**src/rtl/uart_tx_sched_pkg.sv**
```systemverilog
// Shared types and default timing for the rs232c transmit scheduler.
// State encoding, the common counter type and its saturating increment.
package uart_tx_sched_pkg;

  localparam int CNT_W        = 16;
  localparam int DEF_EN_HOLD  = 4;
  localparam int DEF_GAP_CYC  = 2;
  localparam int DEF_BUSY_TMO = 65535;
  localparam int DEF_LOCK_TMO = 4095;

  typedef enum logic [1:0] {
    ST_IDLE      = 2'd0,
    ST_LOAD      = 2'd1,
    ST_WAIT_DONE = 2'd2,
    ST_GAP       = 2'd3
  } state_e;

  typedef logic [CNT_W-1:0] cnt_t;

  function automatic cnt_t cnt_inc(input cnt_t c);
    return (c == '1) ? c : c + cnt_t'(1);
  endfunction

endpackage

```
**src/rtl/uart_tx_sched_if.sv**
```systemverilog
// Requester-side and transmitter-side signals of the scheduler.
// A byte moves from requester i when REQ_VALID[i] & REQ_READY[i] are both high at a CLK edge;
// a requester holds VALID/DATA/LAST stable until that happens, READY never depends on it being held.
interface uart_tx_sched_if #(
  parameter int NREQ = 4
);
  logic [NREQ-1:0]   REQ_VALID;
  logic [8*NREQ-1:0] REQ_DATA;
  logic [NREQ-1:0]   REQ_LAST;
  logic [NREQ-1:0]   REQ_READY;
  logic [NREQ-1:0]   GRANT;
  logic [7:0]        TX_DATA;
  logic              TX_DATA_EN;
  logic              TX_BUSY;
  logic              TMO_ERR;
  logic              ERR_CLR;

  modport master (
    output REQ_VALID, REQ_DATA, REQ_LAST, TX_BUSY, ERR_CLR,
    input  REQ_READY, GRANT, TX_DATA, TX_DATA_EN, TMO_ERR
  );

  modport slave (
    input  REQ_VALID, REQ_DATA, REQ_LAST, TX_BUSY, ERR_CLR,
    output REQ_READY, GRANT, TX_DATA, TX_DATA_EN, TMO_ERR
  );
endinterface

```
**src/rtl/uart_tx_sched_rr_arbiter.sv**
```systemverilog
// Combinational round-robin picker: first set req bit at or after ptr, wrapping.
// Kept generic so other shared ports can reuse it.
module rr_arbiter #(
  parameter  int N  = 4,
  localparam int IW = $clog2(N)
) (
  input  logic [N-1:0]  req,
  input  logic [IW-1:0] ptr,
  output logic [N-1:0]  gnt,
  output logic [IW-1:0] idx,
  output logic          any
);

  always_comb begin : pick
    int j;
    j   = 0;
    gnt = '0;
    idx = '0;
    any = 1'b0;
    for (int k = 0; k < N; k++) begin
      j = int'(ptr) + k;
      if (j >= N) j = j - N;
      if (!any && req[j]) begin
        any    = 1'b1;
        gnt[j] = 1'b1;
        idx    = IW'(j);
      end
    end
  end

endmodule

```
**src/rtl/uart_tx_sched.sv**
```systemverilog
// Shares one rs232c transmitter among NREQ byte sources: round-robin pick, packet lock,
// stretched TX_DATA_EN pulse, wait for TX_BUSY to drop, then an idle gap.
module uart_tx_sched
  import uart_tx_sched_pkg::*;
#(
  parameter  int NREQ     = 4,
  parameter  int EN_HOLD  = DEF_EN_HOLD,
  parameter  int GAP_CYC  = DEF_GAP_CYC,
  parameter  int BUSY_TMO = DEF_BUSY_TMO,
  parameter  int LOCK_TMO = DEF_LOCK_TMO,
  localparam int IW       = $clog2(NREQ)
) (
  input  logic           CLK,
  input  logic           RESET,
  uart_tx_sched_if.slave bus,
  output state_e         dbg_state
);

  state_e          state_q, state_d;
  cnt_t            cnt_q, cnt_d;
  logic            lock_q, lock_d;
  logic [IW-1:0]   owner_q, owner_d;
  logic [IW-1:0]   ptr_q, ptr_d;
  logic [NREQ-1:0] grant_q, grant_d;
  logic [7:0]      tx_data_q, tx_data_d;
  logic            tx_en_q, tx_en_d;
  logic            tmo_err_q, tmo_err_d;

  logic [NREQ-1:0] owner_oh, elig, arb_gnt;
  logic [IW-1:0]   arb_idx, ptr_after;
  logic            arb_any;
  logic [7:0]      sel_byte;

  // While locked only the owner may win, so the pointer value is irrelevant then.
  assign owner_oh  = NREQ'(1) << owner_q;
  assign elig      = lock_q ? (bus.REQ_VALID & owner_oh) : bus.REQ_VALID;
  assign sel_byte  = bus.REQ_DATA[{arb_idx, 3'b000} +: 8];
  assign ptr_after = (arb_idx == IW'(NREQ - 1)) ? '0 : arb_idx + IW'(1);

  rr_arbiter #(.N(NREQ)) u_arb (
    .req (elig),
    .ptr (ptr_q),
    .gnt (arb_gnt),
    .idx (arb_idx),
    .any (arb_any)
  );

  assign bus.REQ_READY  = (state_q == ST_IDLE && !RESET) ? arb_gnt : '0;
  assign bus.GRANT      = grant_q;
  assign bus.TX_DATA    = tx_data_q;
  assign bus.TX_DATA_EN = tx_en_q;
  assign bus.TMO_ERR    = tmo_err_q;
  assign dbg_state      = state_q;

  always_comb begin
    state_d   = state_q;
    cnt_d     = cnt_q;
    lock_d    = lock_q;
    owner_d   = owner_q;
    ptr_d     = ptr_q;
    grant_d   = grant_q;
    tx_data_d = tx_data_q;
    tx_en_d   = 1'b0;
    tmo_err_d = bus.ERR_CLR ? 1'b0 : tmo_err_q;
    case (state_q)
      ST_IDLE: begin
        if (arb_any) begin
          state_d   = ST_LOAD;
          cnt_d     = '0;
          tx_en_d   = 1'b1;
          tx_data_d = sel_byte;
          grant_d   = arb_gnt;
          owner_d   = arb_idx;
          ptr_d     = ptr_after;
          lock_d    = !bus.REQ_LAST[arb_idx];
        end else if (lock_q) begin
          // Owner went quiet mid-packet; give the port back after LOCK_TMO idle cycles.
          cnt_d = cnt_inc(cnt_q);
          if (cnt_d >= cnt_t'(LOCK_TMO)) begin
            lock_d  = 1'b0;
            grant_d = '0;
            cnt_d   = '0;
          end
        end
      end
      ST_LOAD: begin
        tx_en_d = 1'b1;
        if (cnt_q >= cnt_t'(EN_HOLD - 1)) begin
          tx_en_d = 1'b0;
          state_d = ST_WAIT_DONE;
          cnt_d   = '0;
        end else begin
          cnt_d = cnt_inc(cnt_q);
        end
      end
      ST_WAIT_DONE: begin
        if (!bus.TX_BUSY) begin
          state_d = ST_GAP;
          cnt_d   = '0;
        end else begin
          cnt_d = cnt_inc(cnt_q);
          if (cnt_d >= cnt_t'(BUSY_TMO)) begin
            tmo_err_d = 1'b1;
            lock_d    = 1'b0;
            state_d   = ST_GAP;
            cnt_d     = '0;
          end
        end
      end
      ST_GAP: begin
        if (cnt_q >= cnt_t'(GAP_CYC - 1)) begin
          state_d = ST_IDLE;
          cnt_d   = '0;
          if (!lock_q) grant_d = '0;
        end else begin
          cnt_d = cnt_inc(cnt_q);
        end
      end
      default: state_d = ST_IDLE;
    endcase
  end

  always_ff @(posedge CLK) begin
    if (RESET) begin
      state_q   <= ST_IDLE;
      cnt_q     <= '0;
      lock_q    <= 1'b0;
      owner_q   <= '0;
      ptr_q     <= '0;
      grant_q   <= '0;
      tx_data_q <= 8'h00;
      tx_en_q   <= 1'b0;
      tmo_err_q <= 1'b0;
    end else begin
      state_q   <= state_d;
      cnt_q     <= cnt_d;
      lock_q    <= lock_d;
      owner_q   <= owner_d;
      ptr_q     <= ptr_d;
      grant_q   <= grant_d;
      tx_data_q <= tx_data_d;
      tx_en_q   <= tx_en_d;
      tmo_err_q <= tmo_err_d;
    end
  end

endmodule
```
**src/flat_wrapper.sv**
```systemverilog
// flat-port wrapper written by rule: the top's interface ports become plain ports
module uart_tx_sched_flat import uart_tx_sched_pkg::*;
#(
  parameter  int NREQ     = 4,
  parameter  int EN_HOLD  = DEF_EN_HOLD,
  parameter  int GAP_CYC  = DEF_GAP_CYC,
  parameter  int BUSY_TMO = DEF_BUSY_TMO,
  parameter  int LOCK_TMO = DEF_LOCK_TMO,
  localparam int IW       = $clog2(NREQ)
)
  (CLK, RESET, dbg_state, bus_REQ_VALID, bus_REQ_DATA, bus_REQ_LAST, bus_TX_BUSY, bus_ERR_CLR, bus_REQ_READY, bus_GRANT, bus_TX_DATA, bus_TX_DATA_EN, bus_TMO_ERR);
  uart_tx_sched_if #(.NREQ(NREQ)) bus_i ();
  input  logic CLK;
  input  logic RESET;
  output state_e dbg_state;
  input wire logic [$bits(bus_i.REQ_VALID)-1:0] bus_REQ_VALID;
  input wire logic [$bits(bus_i.REQ_DATA)-1:0] bus_REQ_DATA;
  input wire logic [$bits(bus_i.REQ_LAST)-1:0] bus_REQ_LAST;
  input wire logic [$bits(bus_i.TX_BUSY)-1:0] bus_TX_BUSY;
  input wire logic [$bits(bus_i.ERR_CLR)-1:0] bus_ERR_CLR;
  output wire logic [$bits(bus_i.REQ_READY)-1:0] bus_REQ_READY;
  output wire logic [$bits(bus_i.GRANT)-1:0] bus_GRANT;
  output wire logic [$bits(bus_i.TX_DATA)-1:0] bus_TX_DATA;
  output wire logic [$bits(bus_i.TX_DATA_EN)-1:0] bus_TX_DATA_EN;
  output wire logic [$bits(bus_i.TMO_ERR)-1:0] bus_TMO_ERR;
  assign bus_i.REQ_VALID = bus_REQ_VALID;
  assign bus_i.REQ_DATA = bus_REQ_DATA;
  assign bus_i.REQ_LAST = bus_REQ_LAST;
  assign bus_i.TX_BUSY = bus_TX_BUSY;
  assign bus_i.ERR_CLR = bus_ERR_CLR;
  assign bus_REQ_READY = bus_i.REQ_READY;
  assign bus_GRANT = bus_i.GRANT;
  assign bus_TX_DATA = bus_i.TX_DATA;
  assign bus_TX_DATA_EN = bus_i.TX_DATA_EN;
  assign bus_TMO_ERR = bus_i.TMO_ERR;
  uart_tx_sched #(.NREQ(NREQ), .EN_HOLD(EN_HOLD), .GAP_CYC(GAP_CYC), .BUSY_TMO(BUSY_TMO), .LOCK_TMO(LOCK_TMO)) u_core (.CLK(CLK), .RESET(RESET), .bus(bus_i), .dbg_state(dbg_state));
endmodule
```
**config.mk**
```make
export PLATFORM = sky130hd
export DESIGN_NAME = uart_tx_sched_flat
export DESIGN_NICKNAME = d
export VERILOG_FILES = /design/src/rtl/uart_tx_sched_pkg.sv /design/src/rtl/uart_tx_sched_if.sv /design/src/rtl/uart_tx_sched_rr_arbiter.sv /design/src/rtl/uart_tx_sched.sv /design/src/flat_wrapper.sv
export SDC_FILE = /design/constraint.sdc
export NUM_CORES = 1
export LEC_CHECK = 0
export ABC_AREA = 1
export CAP_MARGIN = 20
export CORE_ASPECT_RATIO = 0.9
export CORE_MARGIN = 4
export CORE_UTILIZATION = 45
export CTS_CLUSTER_SIZE = 30
export DETAILED_ROUTE_END_ITERATION = 10
export HOLD_SLACK_MARGIN = 0.05
export PLACE_DENSITY = 0.75
export SYNTH_ARGS = -nofsm -noshare
export SYNTH_HDL_FRONTEND = slang
export SYNTH_SLANG_ARGS = --single-unit
export TNS_END_PERCENT = 5
```
**constraint.sdc**
```tcl
create_clock -name CLK -period 5.8 [get_ports CLK]
set_input_delay 0.87 -clock CLK [delete_from_list [all_inputs] [get_ports CLK]]
set_output_delay 0.87 -clock CLK [all_outputs]
set_load 0.05 [all_outputs]
```
==> impl_results.md <==
* Outcome: finished clean
* Complex-gate fraction of the synthesized area at 13.3%
* Slowest CP cell: clkdlybuf4s50_1
* Post-CTS setup buffer count at 0
* Critical-path maximum fanout at 10
* GR Overflow Total at 0
* Crit start category: flop
* Layout cells sized above 1 at 7.54%
* Dpl ws at 1.66 ns
* DRT Pass-1 Iters at 5
* Pins Over Slew Limit at 0
* DR vias/cell at 5.18
* CP Launch Point: u_core.ptr_q[1]
* CTS clock-pin slew for the worst setup and hold paths at 0.07 ns
* Xor/xnor cell area share of the yosys netlist at 2.21%
* Synth Area per Inst at 5.89 µm²
* Reg-to-reg startpoint: u_core.ptr_q[1]
* Slew headroom at 40.5%
* Worst path arrival time at 3.37 ns
* Hold_sp: u_core.bus.TMO_ERR
* Post-synth net total at 598
* Critical Path Max Stage Delay at 0.81 ns
* FP Rows at 28
* Sw Ratio at 54.3%
* Final setup vio count at 0
* Peak supply drop at 0.280 mV
* Min Clock Period, post-route at 4.24 ns
* Final hold violation count at 0
* Cell count after synthesis at 539
* PwrDens at 494 nW/µm²
* Top FF cell, synth: dfxtp_1
* Area contributors post-synth: dfxtp_1, nand2_1, inv_1
* Post-CTS Hold Buffers at 0
* Clk buf depth at 2
* Ys async rst share at 0%
* Design Area, Final at 3950 µm²
* Sequential power share at 21.4%
* Reg-to-Reg End: u_core.ptr_q[1]
* Routed WL at 8850 µm
* R2r setup slk at 2.35 ns
* FF+latch count, synth at 37
* Crit path to: bus_REQ_READY[1]
* Multiplexer share of the synthesized area at 0%
* DRC errors left at 0
* Worst path cell trace: inv_1 -> ha_1 -> inv_1 -> nand3_1 -> nand2_1 -> nand4_2 -> o21ai_0 -> inv_1 -> nor2_1 -> clkdlybuf4s50_1
* CTS buffer count at 5
* Netlist cell types at 35
* Nets at 655
* CP endpoint kind: output port
* Netlist Area Pre-Place at 3170 µm²
* Comb pwr share at 67.0%
* Starting density of the core at 47.2%
* P_sw at 0.00106 W
* Static leakage at 1.86 nW
* Max cap viols at 0
* Skew final at 0.0125 ns
* Die area at 8460 µm²
* Ports at 64
* First-pass GRT wire length at 14400 µm
* Synthesis-to-layout area growth at 24.5%
* HPWL Detailed at 6820 µm
* Seq/Total Area, Yosys at 23.3%
* Clk pwr share at 11.6%
* CTS tree: done
* Post-synthesis simple-gate area fraction at 43.4%
* Worst EP required at 4.93 ns
* Largest family of logic cells by synthesized area: simple AND/OR/NAND/NOR gates
* Tot Pwr at 0.00195 W
* Clock root buffer: clkbuf_8
* Inserted Diodes at 0
* Post_cts resized at 0
* Post-DRT Antenna Nets at 0
* Core box area at 6730 µm²
* Internal Power at 0.000893 W
* Worst Max-Slew Pin Slew at 0.892 ns
* Post-synth top area share at 23.3%
* Final Hold Slack at 0.473 ns
* Largest net degree at the start of global routing at 28
* CTS H-tree lvls at 2
* Most frequent cells in the layout: nand2_1, inv_1, nor2_1
* Area post-placement at 3840 µm²
* FMAX at 236 MHz
* Vias in the first global route at 3075
* Initial antenna violation count at 0
* Hold Path Stages at 2
* Clock sinks at 37
* 1st-iter DRT viols at 264
* Class of the worst hold path: flop to flop
* Via count at 3556
* Avg WL per Cell at 12.9 µm
* RSZ-0062 raised after global routing: false
* Clk_lat worst skew at 0.30 ns
* Adder-Cell Fraction of Synth Area at 5.91%
* I/O Buffers at 63
* Die width at 96.5 µm
* Die Ht at 87.7 µm
* YS warnings at 0
* Crit share post-route at 73.1%
* GRT Total Usage at 21.1%
* Yosys top cell by area: dfxtp_1
* Commonest non-fill, non-tap cell in the layout: nand2_1
* Post-synth EDFFs at 0
* Most used cell, CP: inv_1
* RePlAce Congestion at 0.944
* Worst setup margin at 1.56 ns
* WS Path Type: flop to output port
* Setup TNS at 0 ns
* Worst reg-to-reg path cell count at 13
-- synthesized netlist by cell type, types with 3 or more instances --
library cell	number
clkbuf_1	5
o21ai_1	10
or2_2	8
nor2_2	4
nand2_1	155
nand3_2	3
nor2_1	69
a21oi_1	24
ha_1	15
o211ai_1	8
nand2_2	9
o21ai_0	23
nand4_1	7
o21bai_1	3
buf_6	3
inv_1	71
inv_2	3
a21oi_2	4
dfxtp_1	37
nand3_1	51
xnor2_1	3
buf_2	5
xor2_1	5
-- layout make-up --
class                           count  area, µm²
Fill cell                         681       2780
Multi-Input combinational cell    412       2060
Sequential cell                    37        741
Timing Repair Buffer               65        646
Inverter                           75        283
Tap cell                           90        113
Clock buffer                        6       72.6
Clock inverter                      2       38.8
-- sequential cells by signal, summed over array words and instances, names as in the netlist --
name / count
u_core.lock_q: 1
u_core.cnt_q: 16
u_core.ptr_q: 2
u_core.bus.TMO_ERR: 1
u_core.bus.GRANT: 4
u_core.bus.TX_DATA_EN: 1
u_core.dbg_state: 2
u_core.owner_q: 2
u_core.bus.TX_DATA: 8
-- power groups by stage --
| stage | Combinational [W] | Sequential, W | Clock (W) |
|---|---|---|---|
| floorplan | 0.000870 | 0.000541 | 0 |
| global placement | 0.00129 | 0.000420 | 0 |
| CTS | 0.00131 | 0.000416 | 0.000233 |
| detailed placement | 0.00130 | 0.000421 | 0 |
| global route | 0.00147 | 0.000431 | 0.000242 |
| finish | 0.00131 | 0.000418 | 0.000227 |
-- kinds of logic after synthesis --
group / after synthesis
and+or+nand+nor: 314
buffers and inverters: 90
AOI/OAI and AO/OA: 75
DFF: 37
adders and majority gates: 15
xor gates and xnor gates: 8
-- metrics by stage --
step / cells / utilization, %
after global placement: 679 / 57.1
final: 687 / 58.7
after floorplan: 539 / -
after detailed placement: 679 / 57.1
after CTS: 687 / 58.7
after global routing: 687 / 58.7
-- worst max-delay path: cells and delay by family (launching register included) --
family                     cells  cell delay [ns]
and+or+nand+nor                4             0.52
adders and majority gates      1             0.42
buffers and inverters          4             1.28
AOI/OAI and AO/OA              1             0.30
DFF                            1             0.55
-- how the worst min path moves through the flow --
stage,slack [ns],end
finish,0.47,u_core.bus.TMO_ERR
global route,0.50,u_core.bus.TMO_ERR
CTS,0.47,u_core.bus.GRANT[3]
detailed placement,0.46,u_core.bus.GRANT[3]
global placement,0.46,u_core.bus.GRANT[2]
floorplan,0.48,u_core.owner_q[0]
-- metal layers --
| metal | up-vias | GRT usage, % | share of wire [%] |
|---|---|---|---|
| met5 | - | 0 | 0 |
| met4 | 0 | 4.71 | 1.3 |
| met3 | 11 | 3.61 | 6.0 |
| met2 | 112 | 32.8 | 45 |
| met1 | 1609 | 30.5 | 48 |
| li1 | 1824 | - | - |
Power figures use the tool's default switching activity.
